**src/rtl/seg7_pkg.sv**
```systemverilog
// seg7_pkg: glyph constants and digit count shared by the seven-segment scan driver.
package seg7_pkg;
    localparam int NUM_DIGITS = 4;
    localparam logic [6:0] SEG_0     = 7'b0111111;
    localparam logic [6:0] SEG_1     = 7'b0000110;
    localparam logic [6:0] SEG_2     = 7'b1011011;
    localparam logic [6:0] SEG_3     = 7'b1001111;
    localparam logic [6:0] SEG_4     = 7'b1100110;
    localparam logic [6:0] SEG_5     = 7'b1101101;
    localparam logic [6:0] SEG_6     = 7'b1111101;
    localparam logic [6:0] SEG_7     = 7'b0000111;
    localparam logic [6:0] SEG_8     = 7'b1111111;
    localparam logic [6:0] SEG_9     = 7'b1101111;
    localparam logic [6:0] SEG_DASH  = 7'b1000000;
    localparam logic [6:0] SEG_BLANK = 7'b0000000;
endpackage

```
**src/rtl/bcd_to_seg7.sv**
```systemverilog
// bcd_to_seg7: combinational nibble to active-high {g..a} glyph; non-decimal nibbles show a dash.
module bcd_to_seg7
    import seg7_pkg::*;
(
    input  logic [3:0] i_bcd,
    output logic [6:0] o_seg
);
    always_comb begin
        case (i_bcd)
            4'd0:    o_seg = SEG_0;
            4'd1:    o_seg = SEG_1;
            4'd2:    o_seg = SEG_2;
            4'd3:    o_seg = SEG_3;
            4'd4:    o_seg = SEG_4;
            4'd5:    o_seg = SEG_5;
            4'd6:    o_seg = SEG_6;
            4'd7:    o_seg = SEG_7;
            4'd8:    o_seg = SEG_8;
            4'd9:    o_seg = SEG_9;
            default: o_seg = SEG_DASH;
        endcase
    end
endmodule

```
**src/rtl/bcd_seg7_scan.sv**
```systemverilog
// bcd_seg7_scan: 4-digit common-anode scan driver with per-frame snapshot, leading-zero
// blanking, dead-time and 8-level brightness PWM; all outputs registered.
module bcd_seg7_scan
    import seg7_pkg::*;
#(
    parameter int REFRESH_DIV   = 250,
    parameter int DEAD_CYCLES   = 4,
    parameter int BLANK_LEADING = 1
) (
    input  logic        i_clk_1mhz,
    input  logic        i_reset,
    input  logic [15:0] i_bcd_data,
    input  logic [3:0]  i_dp_mask,
    input  logic [2:0]  i_brightness,
    output logic [3:0]  o_anode_n,
    output logic [6:0]  o_seg_n,
    output logic        o_dp_n,
    output logic        o_frame_done
);
    localparam int DW = $clog2(REFRESH_DIV);

    logic [DW-1:0] r_div;
    logic [1:0]    r_digit;
    logic [2:0]    r_pwm;
    logic [15:0]   r_bcd;
    logic [3:0]    r_dp;
    logic [2:0]    r_bright;

    logic          w_last_slot, w_snap, w_blank, w_dp, w_on;
    logic [3:0]    w_nib, w_zero, w_lead;
    logic [6:0]    w_glyph, w_seg;

    assign w_last_slot = r_div == DW'(REFRESH_DIV - 1);
    assign w_snap      = w_last_slot && r_digit == 2'(NUM_DIGITS - 1);
    assign w_nib       = r_bcd[{r_digit, 2'b00} +: 4];

    always_comb begin
        for (int n = 0; n < NUM_DIGITS; n++) w_zero[n] = r_bcd[4*n +: 4] == 4'd0;
    end

    // A digit is a leading zero only if it and every more significant nibble are zero.
    assign w_lead  = {w_zero[3], &w_zero[3:2], &w_zero[3:1], 1'b0};
    assign w_blank = BLANK_LEADING != 0 && w_lead[r_digit];
    assign w_dp    = r_dp[r_digit];
    // A blanked digit without a decimal point keeps its anode off for the whole slot.
    assign w_on    = r_div >= DW'(DEAD_CYCLES) && r_pwm <= r_bright && (!w_blank || w_dp);
    assign w_seg   = w_blank ? SEG_BLANK : w_glyph;

    bcd_to_seg7 u_dec (
        .i_bcd (w_nib),
        .o_seg (w_glyph)
    );

    always_ff @(posedge i_clk_1mhz or posedge i_reset) begin
        if (i_reset) begin
            r_div        <= '0;
            r_digit      <= '0;
            r_pwm        <= '0;
            r_bcd        <= '0;
            r_dp         <= '0;
            r_bright     <= 3'd7;
            o_anode_n    <= 4'hF;
            o_seg_n      <= 7'h7F;
            o_dp_n       <= 1'b1;
            o_frame_done <= 1'b0;
        end else begin
            r_div        <= w_last_slot ? '0 : r_div + DW'(1);
            r_digit      <= w_last_slot ? r_digit + 2'd1 : r_digit;
            r_pwm        <= r_pwm + 3'd1;
            if (w_snap) begin
                r_bcd    <= i_bcd_data;
                r_dp     <= i_dp_mask;
                r_bright <= i_brightness;
            end
            o_anode_n    <= w_on ? ~(4'b0001 << r_digit) : 4'hF;
            o_seg_n      <= w_on ? ~w_seg : 7'h7F;
            o_dp_n       <= ~(w_on && w_dp);
            o_frame_done <= w_snap;
        end
    end
endmodule

```
**config.mk**
```make
export PLATFORM = sky130hd
export DESIGN_NAME = bcd_seg7_scan
export DESIGN_NICKNAME = d
export VERILOG_FILES = /design/src/rtl/seg7_pkg.sv /design/src/rtl/bcd_to_seg7.sv /design/src/rtl/bcd_seg7_scan.sv
export SDC_FILE = /design/constraint.sdc
export NUM_CORES = 1
export LEC_CHECK = 0
export BUFFER_PORTS_ARGS = -buffer_cell sky130_fd_sc_hd__buf_2
export CAP_MARGIN = 10
export CORE_MARGIN = 2
export CORE_UTILIZATION = 55
export CTS_CLUSTER_DIAMETER = 80
export DETAILED_ROUTE_END_ITERATION = 8
export HOLD_SLACK_MARGIN = 0.02
export MAX_ROUTING_LAYER = met4
export PLACE_DENSITY_LB_ADDON = 0.2
export SETUP_SLACK_MARGIN = 0.05
export SYNTH_ARGS = -nofsm -noshare
export SYNTH_HDL_FRONTEND = slang
export SYNTH_SLANG_ARGS = --single-unit
```
**constraint.sdc**
```tcl
create_clock -name i_clk_1mhz -period 4.3 [get_ports i_clk_1mhz]
set_clock_uncertainty 0.15 [all_clocks]
set_input_delay 0.86 -clock i_clk_1mhz [delete_from_list [all_inputs] [get_ports i_clk_1mhz]]
set_output_delay 0.86 -clock i_clk_1mhz [all_outputs]
set_load 0.01 [all_outputs]
```
* Yosys cells after proc, flatten, opt, wreduce, memory -nomap -nowiden
Memories as Yosys holds them, arrays and structs flattened. Cells that the tools add are included. Widths: inputs -> output; s select.
Storage, ports and cells: output and inout port bits 13, bits of input ports 25, logic and storage cells 43, memories 1, ROM bits 112, register bits after elaboration 49
Memories:
- (name not given) | words 16, width 7, read ports 1, clocked after Yosys merged registers in 0, write ports 0, line bcd_to_seg7.sv:9 | case (i_bcd)
Cells by class: muxes and demuxes 8, bitwise gates (word level) 3, add/sub/neg operators 3, $lt $le $gt $ge 3, shift operators 2, reductions and logical operators 11, eq/ne operators 2
Operator list (count):
- $shiftx 16x5->4 | 1
- $mux 7 | 2
- $logic_not 4->1 | 3
- $add 8x1->8 const B | 1
- $eq 8x8->1 const B | 1
- $ge 8x3->1 const B | 1
- $mux 8 | 1
- $not 7->7 | 1
- $bmux 1 s2 | 2
- $logic_and 1x1->1 | 4
- $mux 4 | 1
- $not 4->4 | 1
- $shl 1x2->4 const A | 1
- $add 3x1->3 const B | 1
- $le 3x3->1 | 1
- $lt 2x3->1 const B | 1
- $reduce_and 3->1 | 1
- $add 2x1->2 const B | 1
- $eq 2x2->1 const B | 1
- $mux 1 | 2
- $reduce_and 2->1 | 1
- $logic_not 1->1 | 1
- $logic_or 1x1->1 | 1
- $not 1->1 | 1

* Longest topological paths before layout
Gate-level depths: netlist (run 1).
depth in word-level cells 9, mapped depth 9, gate-level depth less buffers 8

* Hierarchy
A second synthesis (run 1) with hierarchy kept.
Unflattened totals: cell total of the unflattened synthesis 187, area total of the unflattened synthesis 2463.6 µm²
By module, submodules not included:
- bcd_seg7_scan | times used 1, cells an instance 158, area an instance 2238.4 µm², seq. area each 1244.9 µm²
- bcd_to_seg7 | times used 1, cells an instance 29, area an instance 225.2 µm², seq. area each 0.0 µm²

* Worst setup path before layout (run 1)
Ideal clock, no wire load.
path type register to register, start register r_bright[1], end register o_seg_n[0], cell stages (with the launch flop) 8, setup time 112 ps, data required time 4038 ps, buffers on the path 0, data arrival time 1701 ps, period minus slack after synthesis 1963 ps, slack 2337 ps, path through dfstp_2 inv_1 ha_1 nor2b_1 o21ai_0 a32oi_1 nor3_1 o211ai_1
Between the ends: word-level cells in the longest chain between the ends 4
Ends and longest elaborated chain:
- start, declared | line bcd_seg7_scan.sv:27 | logic [2:0] r_bright;
- start signal, assigned | line bcd_seg7_scan.sv:73 | r_bright <= i_brightness;
- $le 3x3->1 | line bcd_seg7_scan.sv:46 | assign w_on = r_div >= DW'(DEAD_CYCLES) && r_pwm <= r_bright && (!w_blank || w_dp);
- $logic_and 1x1->1 (2 in series) | line bcd_seg7_scan.sv:46
- $mux 7 | line bcd_seg7_scan.sv:76 | o_seg_n <= w_on ? ~w_seg : 7'h7F;
- end signal, assigned | line bcd_seg7_scan.sv:76
- end, declared | line bcd_seg7_scan.sv:16 | output logic [6:0] o_seg_n,
No other way between the ends. A chain may end at the register's enable or synchronous reset.

* Final worst setup path (run 1)
start register r_div[1], end register r_bcd[0]
Between the ends: word-level cells in the longest chain between the ends 2
Ends and longest elaborated chain:
- start, declared | line bcd_seg7_scan.sv:22 | logic [DW-1:0] r_div;
- start signal, assigned | line bcd_seg7_scan.sv:67 | r_div <= w_last_slot ? '0 : r_div + DW'(1);
- $eq 8x8->1 | line bcd_seg7_scan.sv:33 | assign w_last_slot = r_div == DW'(REFRESH_DIV - 1);
- $logic_and 1x1->1 | line bcd_seg7_scan.sv:34 | assign w_snap = w_last_slot && r_digit == 2'(NUM_DIGITS - 1);
- end signal, assigned | line bcd_seg7_scan.sv:71 | r_bcd <= i_bcd_data;
- end, declared | line bcd_seg7_scan.sv:25 | logic [15:0] r_bcd;
No other way between the ends.

==> impl_metrics.tcl, run 1 <==
set metrics [dict create \
    max_freq_mhz 374.4 \
    syn_avg_cell_area_um2 12.59 \
    drt-total-wl_um 3929 \
    switching_power_uw 175.9 \
    drt_iter0_drc 113 \
    slew_violations 0 \
    coreArea_mm2 0.004058 \
    postSynthCellCount 188 \
    synthAdderAreaFrac 0.08461 \
    crit_required_ps 4320 \
    yosys-top-cells-count "34 x dfrtp_1, 16 x ha_1, 16 x inv_1" \
    arrival_ps 2690 \
    seq_power_share 0.598 \
    cts_resized 0 \
    async_flop_share 1.000 \
    synthXorXnorAreaFrac 0.02221 \
    synth_compound_area_frac 0.05447 \
    drtPass1Iterations 4 \
    multi_input_comb_area_mm2 0.001001 \
    path_clk_slew_ps 80 \
    num_rows 23 \
    cts_max_level 2 \
    cts_hold_buf 0 \
    via_per_inst 5.354 \
    synth_top_area_cell "dfrtp_1" \
    p_clk_frac 0.327 \
    yosys.area_share.simple 0.1015 \
    slew_headroom 0.4011 \
    p_per_area_mw_per_mm2 308.7 \
    synthTopCellsByArea "dfrtp_1 36%, dfstp_2 17%, ha_1 8.5%, mux2_1 6.7%, mux2_2 3.3%" \
    finalCriticalPeriod_ps 2671 \
    hp-class "flip-flop to flip-flop" \
    ir_drop_v 0.0002293 \
    final-hold-violation-count 0 \
    worstMarginPinSlew_ps 896.2 \
    numCtsBuffers 5 \
    intPower_uw 642.6 \
    critPathMaxFanout 22 \
    grt_use_total 0.1848 \
    cts_root_buf "clkbuf_8" \
    power_leakage_nw 1.237 \
    min_period_over_period 0.6211 \
    synth_top_family_by_area "multiplexers" \
    antenna_left 0 \
    cts_buffer_depth 2 \
    grt_max_degree 50 \
    synth_top_area_frac 0.3596 \
    cts_tree "built" \
    synthMostInstantiatedCell "dfrtp_1" \
    ys_ff_latch 49 \
    dpl_cell_area_mm2 0.002561 \
    die_area_mm2 0.004843 \
    ys_warn_count 0 \
    overflow 0 \
    cap_violations 0 \
    grt_pass1_wl_um 6948 \
    final_design_area_no_fill_mm2 0.002651 \
    dp_hpwl_um 2973 \
    clk_latency_ps 290 \
    drive_above_1_share 0.3392 \
    yosysSeqAreaShare 0.5262 \
    die_y_um 69.59 \
    area_growth_pct 12.06 \
    critPathKind "flip-flop to flip-flop" \
    status "finished clean" \
    syn_area_mm2 0.002366 \
    nFillCells 330 \
    finalNetCount 267 \
    rsz0062_at_grt "no" \
    combPwrFrac 0.076 \
    end_kind "flip-flop" \
    postCtsSetupBuffers 0 \
    synthMuxAreaShare 0.1602 \
    regArea_mm2 0.001245 \
    remaining_drc_errors 0 \
    antenna_found_initial 0 \
    wl_per_cell_um 14.18 \
    setup_viol 0 \
    fin_setup_tns_ps 0 \
    gp_congestion 0.8571 \
    cts.sink_count 49 \
    grt_pass1_vias 1501 \
    syn-num-nets 229 \
    synth_edf_count 0 \
    critPathLaunchType "flip-flop" \
    portBuffers 37 \
    initial_core_util 0.5831 \
    via_count 1483 \
    synth_ff_type "dfrtp_1" \
    fp.dieW_um 69.59 \
    n_antenna_cell 0 \
    sw_frac_of_total 0.2149 \
    yosys.cell_types.count 34 \
    io-pin-count 38 \
]
## power by group through the flow
stage               registers [mW]  logic [mW]  clock network (mW)
finish                       0.489      0.0618               0.267
global placement             0.497      0.0606                   0
CTS                          0.490      0.0634               0.273
floorplan                    0.499      0.0380                   0
detailed placement           0.498      0.0632                   0
global route                 0.491      0.0707               0.301
## final timing paths
kind,from,endpoint,slack (ps),cells past startpoint
min,r_pwm[0],r_pwm[0],300,1
max,r_div[1],r_bcd[0],1630,6
max in group asynchronous,i_reset,r_bcd[10],3050,3
max reg2reg,r_div[1],r_bcd[0],1630,6
min in group asynchronous,i_reset,r_pwm[0],560,3
min reg2reg,r_pwm[0],r_pwm[0],300,1
## stage by stage
step             util  worst slack (ps)  cells  hold WS (ps)  total power, mW
3_5_place_dp   0.6312              1622    269         300.8           0.5615
6_report       0.6534              1629    277         302.7           0.8186
3_3_place_gp   0.6312              1791    269         296.5           0.5579
5_1_grt        0.6534              1380    277         342.7           0.8631
4_1_cts        0.6534              1610    277         311.9           0.8257
2_1_floorplan       -              2142    188         268.2           0.5368
## final cells by class
type                       count  area share
sequential                    49      0.4696
multi-input combinational    116      0.3775
timing repair buffer          38     0.07268
clock buffer                   8     0.03398
tap                           50     0.02360
inverter                      16     0.02265
## critical path: stages, from the launching register on
cell and delay (ps):
dfrtp_1 400, inv_1 100, ha_1 150, nand4b_1 110
nor2_2 430, nand2_1 670, mux2_1 540
## registers in the layout (all words and copies together), names as in the netlist
register and count:
r_div 8, o_dp_n 1, o_seg_n 7, r_bcd 16, r_digit 2, o_frame_done 1, o_anode_n 4, r_pwm 3
r_dp 4, r_bright 3
## per-layer routing
metal | vias to the layer above | share of wire | GRT usage
li1 | 724 | - | -
met1 | 717 | 0.46 | 0.2395
met2 | 38 | 0.49 | 0.2927
met3 | 4 | 0.050 | 0.04942
met4 | 0 | 0.0064 | 0.04575
met5 | - | 0 | -
## cells in the final DEF, fill, tap and decap left out, types with 3 or more instances in the layout
| cell | instances |
|---|---|
| nor2_1 | 7 |
| o21ai_0 | 9 |
| buf_2 | 37 |
| nor2_2 | 3 |
| mux4_2 | 3 |
| dfrtp_1 | 34 |
| inv_1 | 15 |
| clkbuf_8 | 6 |
| nor3_1 | 3 |
| dfstp_2 | 15 |
| nand3_1 | 5 |
| nand2_1 | 12 |
| mux2_1 | 14 |
| ha_1 | 16 |
| mux2_2 | 7 |
| a21oi_1 | 5 |
| xor2_1 | 4 |
## cells by family after synthesis
group / count (synthesis)
adders and majority gates: 16
xor gates and xnor gates: 6
and+or+nand+nor: 45
DFF: 49
buffers and inverters: 23
muxes: 27
AOI/OAI and AO/OA: 22
Power figures use the tool's default switching activity.
==> inputs of run 2 (changes only) <==
--- a/config.mk
+++ b/config.mk
@@ -5,6 +5,7 @@
 export SDC_FILE = /design/constraint.sdc
 export NUM_CORES = 1
 export LEC_CHECK = 0
+export ABC_AREA = 1
 export BUFFER_PORTS_ARGS = -buffer_cell sky130_fd_sc_hd__buf_2
 export CAP_MARGIN = 10
 export CORE_MARGIN = 2
==> constraint.sdc (replaced) <==
create_clock -name i_clk_1mhz -period 2.8 [get_ports i_clk_1mhz]
set_clock_uncertainty 0.15 [all_clocks]
set_input_delay 0.56 -clock i_clk_1mhz [delete_from_list [all_inputs] [get_ports i_clk_1mhz]]
set_output_delay 0.56 -clock i_clk_1mhz [all_outputs]
set_load 0.01 [all_outputs]
==> run 2 against run 1 <==
Against the previous run:
- die area rose by 3.9%
- wire length rose by 10%
- synthesized area rose by 4.1%
- clock-buffer cell count did not move
- critical path depth rose by 4
- non-clock buffer count rose by 2
- critical path type unchanged
==> impl_metrics.tcl, run 2 <==
set metrics [dict create \
    yosys-top-cells-count "82 x nand2_1, 34 x dfrtp_1, 29 x inv_1" \
    io-pin-count 38 \
    synth_top_area_frac 0.3454 \
    finalCriticalPeriod_ps 2292 \
    multi_input_comb_area_mm2 0.001028 \
    drt-total-wl_um 4337 \
    postCtsSetupBuffers 0 \
    wl_per_cell_um 11.75 \
    largest_reg_flops 16 \
    drt_iter0_drc 100 \
    drive_above_1_share 0.2461 \
    setup_viol 0 \
    gp_congestion 0.9280 \
    end_kind "flip-flop" \
    crit_required_ps 2880 \
    antenna_left 0 \
    nFillCells 387 \
    final_common_cell "nand2_1" \
    status "finished clean" \
    regMostFlops "r_bcd" \
    die_y_um 70.93 \
    via_per_inst 4.932 \
    grt_use_total 0.2038 \
    synthTopCellsByArea "dfrtp_1 35%, dfstp_2 16%, nand2_1 12%, ha_1 8.1%, o21ai_0 5.5%" \
    coreArea_mm2 0.004324 \
    slew_violations 0 \
    n_antenna_cell 0 \
    place_ws_ps 572.2 \
    clk_latency_ps 300 \
    yosysSeqAreaShare 0.5053 \
    synth_edf_count 0 \
    ys_warn_count 0 \
    drtPass1Iterations 4 \
    finalNetCount 357 \
    portBuffers 37 \
    async_flop_share 1.000 \
    regArea_mm2 0.001245 \
    die_area_mm2 0.005030 \
    syn-num-nets 317 \
    critPathMaxFanout 14 \
    yosys.cell_types.count 27 \
    slew_headroom 0.6667 \
    via_count 1820 \
    numCtsBuffers 5 \
    final-hold-violation-count 0 \
    antenna_found_initial 0 \
    hold_slack_ps 294.8 \
    p_per_area_mw_per_mm2 422.9 \
    biggestRegsByFlops "r_bcd x16, r_div x8, o_seg_n x7" \
    dp_hpwl_um 3241 \
    arrival_ps 2370 \
    max_freq_mhz 436.3 \
    power_leakage_nw 1.362 \
    critPathKind "flip-flop to flip-flop" \
    cap_violations 0 \
    remaining_drc_errors 0 \
    dpl_cell_area_mm2 0.002651 \
    final_design_area_no_fill_mm2 0.002751 \
    worstMarginPinSlew_ps 500.0 \
    cts.sink_count 49 \
    fin_setup_tns_ps 0 \
    cts_root_buf "clkbuf_8" \
    setup_ws_ps 507.9 \
    postSynthCellCount 276 \
    synthMostInstantiatedCell "nand2_1" \
    synth_ff_type "dfrtp_1" \
    fp.dieW_um 70.93 \
    ir_drop_v 0.0003064 \
    num_rows 24 \
    critPathLaunchType "flip-flop" \
    area_growth_pct 11.68 \
    initial_core_util 0.5697 \
    grt_pass1_wl_um 7914 \
    min_period_over_period 0.8186 \
    cts_buffer_depth 2 \
    cts_max_level 2 \
    overflow 0 \
    grt_max_degree 36 \
    layout_common_cells "82 x nand2_1, 37 x buf_2, 34 x dfrtp_1" \
    ys_ff_latch 49 \
    synth_top_area_cell "dfrtp_1" \
    fin_util 0.6363 \
    cts_tree "built" \
    syn_area_mm2 0.002464 \
    rsz0062_at_grt "no" \
    grt_pass1_vias 1821 \
    path_clk_slew_ps 90 \
    hp-class "input port to flip-flop" \
    syn_avg_cell_area_um2 8.926 \
]
-- run 2: metrics by stage --
| stage | std cells | total power [mW] |
|---|---|---|
| finish | 369 | 1.164 |
| global route | 369 | 1.211 |
| CTS | 369 | 1.172 |
| detailed placement | 360 | 0.7541 |
| global placement | 360 | 0.7534 |
| floorplan | 276 | 0.7315 |
-- run 2: layout make-up --
class,instances,area share
Tap cell,52,0.02365
Sequential cell,49,0.4525
Clock buffer,8,0.03274
Timing Repair Buffer,40,0.07640
Inverter,30,0.04093
Multi-Input combinational cell,190,0.3738
-- run 2: critical path, stage by stage, from the launching register on --
cell	delay (ps)
dfrtp_1	590
inv_1	290
a21oi_1	180
o21ai_0	100
o21ai_0	180
inv_1	140
ha_1	310
inv_1	70
nor2_1	50
nor2_1	100
nand2_1	50
-- run 2: layer usage --
layer	track usage	wire length [um]	vias up
li1	-	-	955
met1	0.2800	2182	821
met2	0.3094	1939	39
met3	0.03419	160	5
met4	0.07128	54	0
met5	-	0	-
-- run 2: cell families after synthesis --
family | share of synthesized area
buf+inv | 0.07719
simple gates | 0.2219
fa+ha+maj | 0.08126
flops | 0.5053
compound gates | 0.1072
xor+xnor | 0.007112
-- run 2: final timing paths --
path	to	start	slack, ps	depth (start not counted)
min	r_bright[0]	i_brightness[0]	290	3
max in group asynchronous	r_bright[0]	i_reset	1330	4
min in group asynchronous	r_div[5]	i_reset	550	3
max reg2reg	o_seg_n[1]	r_digit[0]	510	10
min reg2reg	r_pwm[0]	r_pwm[0]	300	1
max	o_seg_n[1]	r_digit[0]	510	10
-- run 2: repair_timing --
item,4_1_cts,5_1_grt
gates resized for setup,0,0
hold buffers,1,0
hold endpoints to repair,6,0
-- run 2: where the power goes --
part	total, mW	internal, mW	switching (mW)
registers	0.708	0.708	0
logic	0.0328	0.0144	0.0184
clock network	0.423	0.202	0.221
total	1.16	0.924	0.239
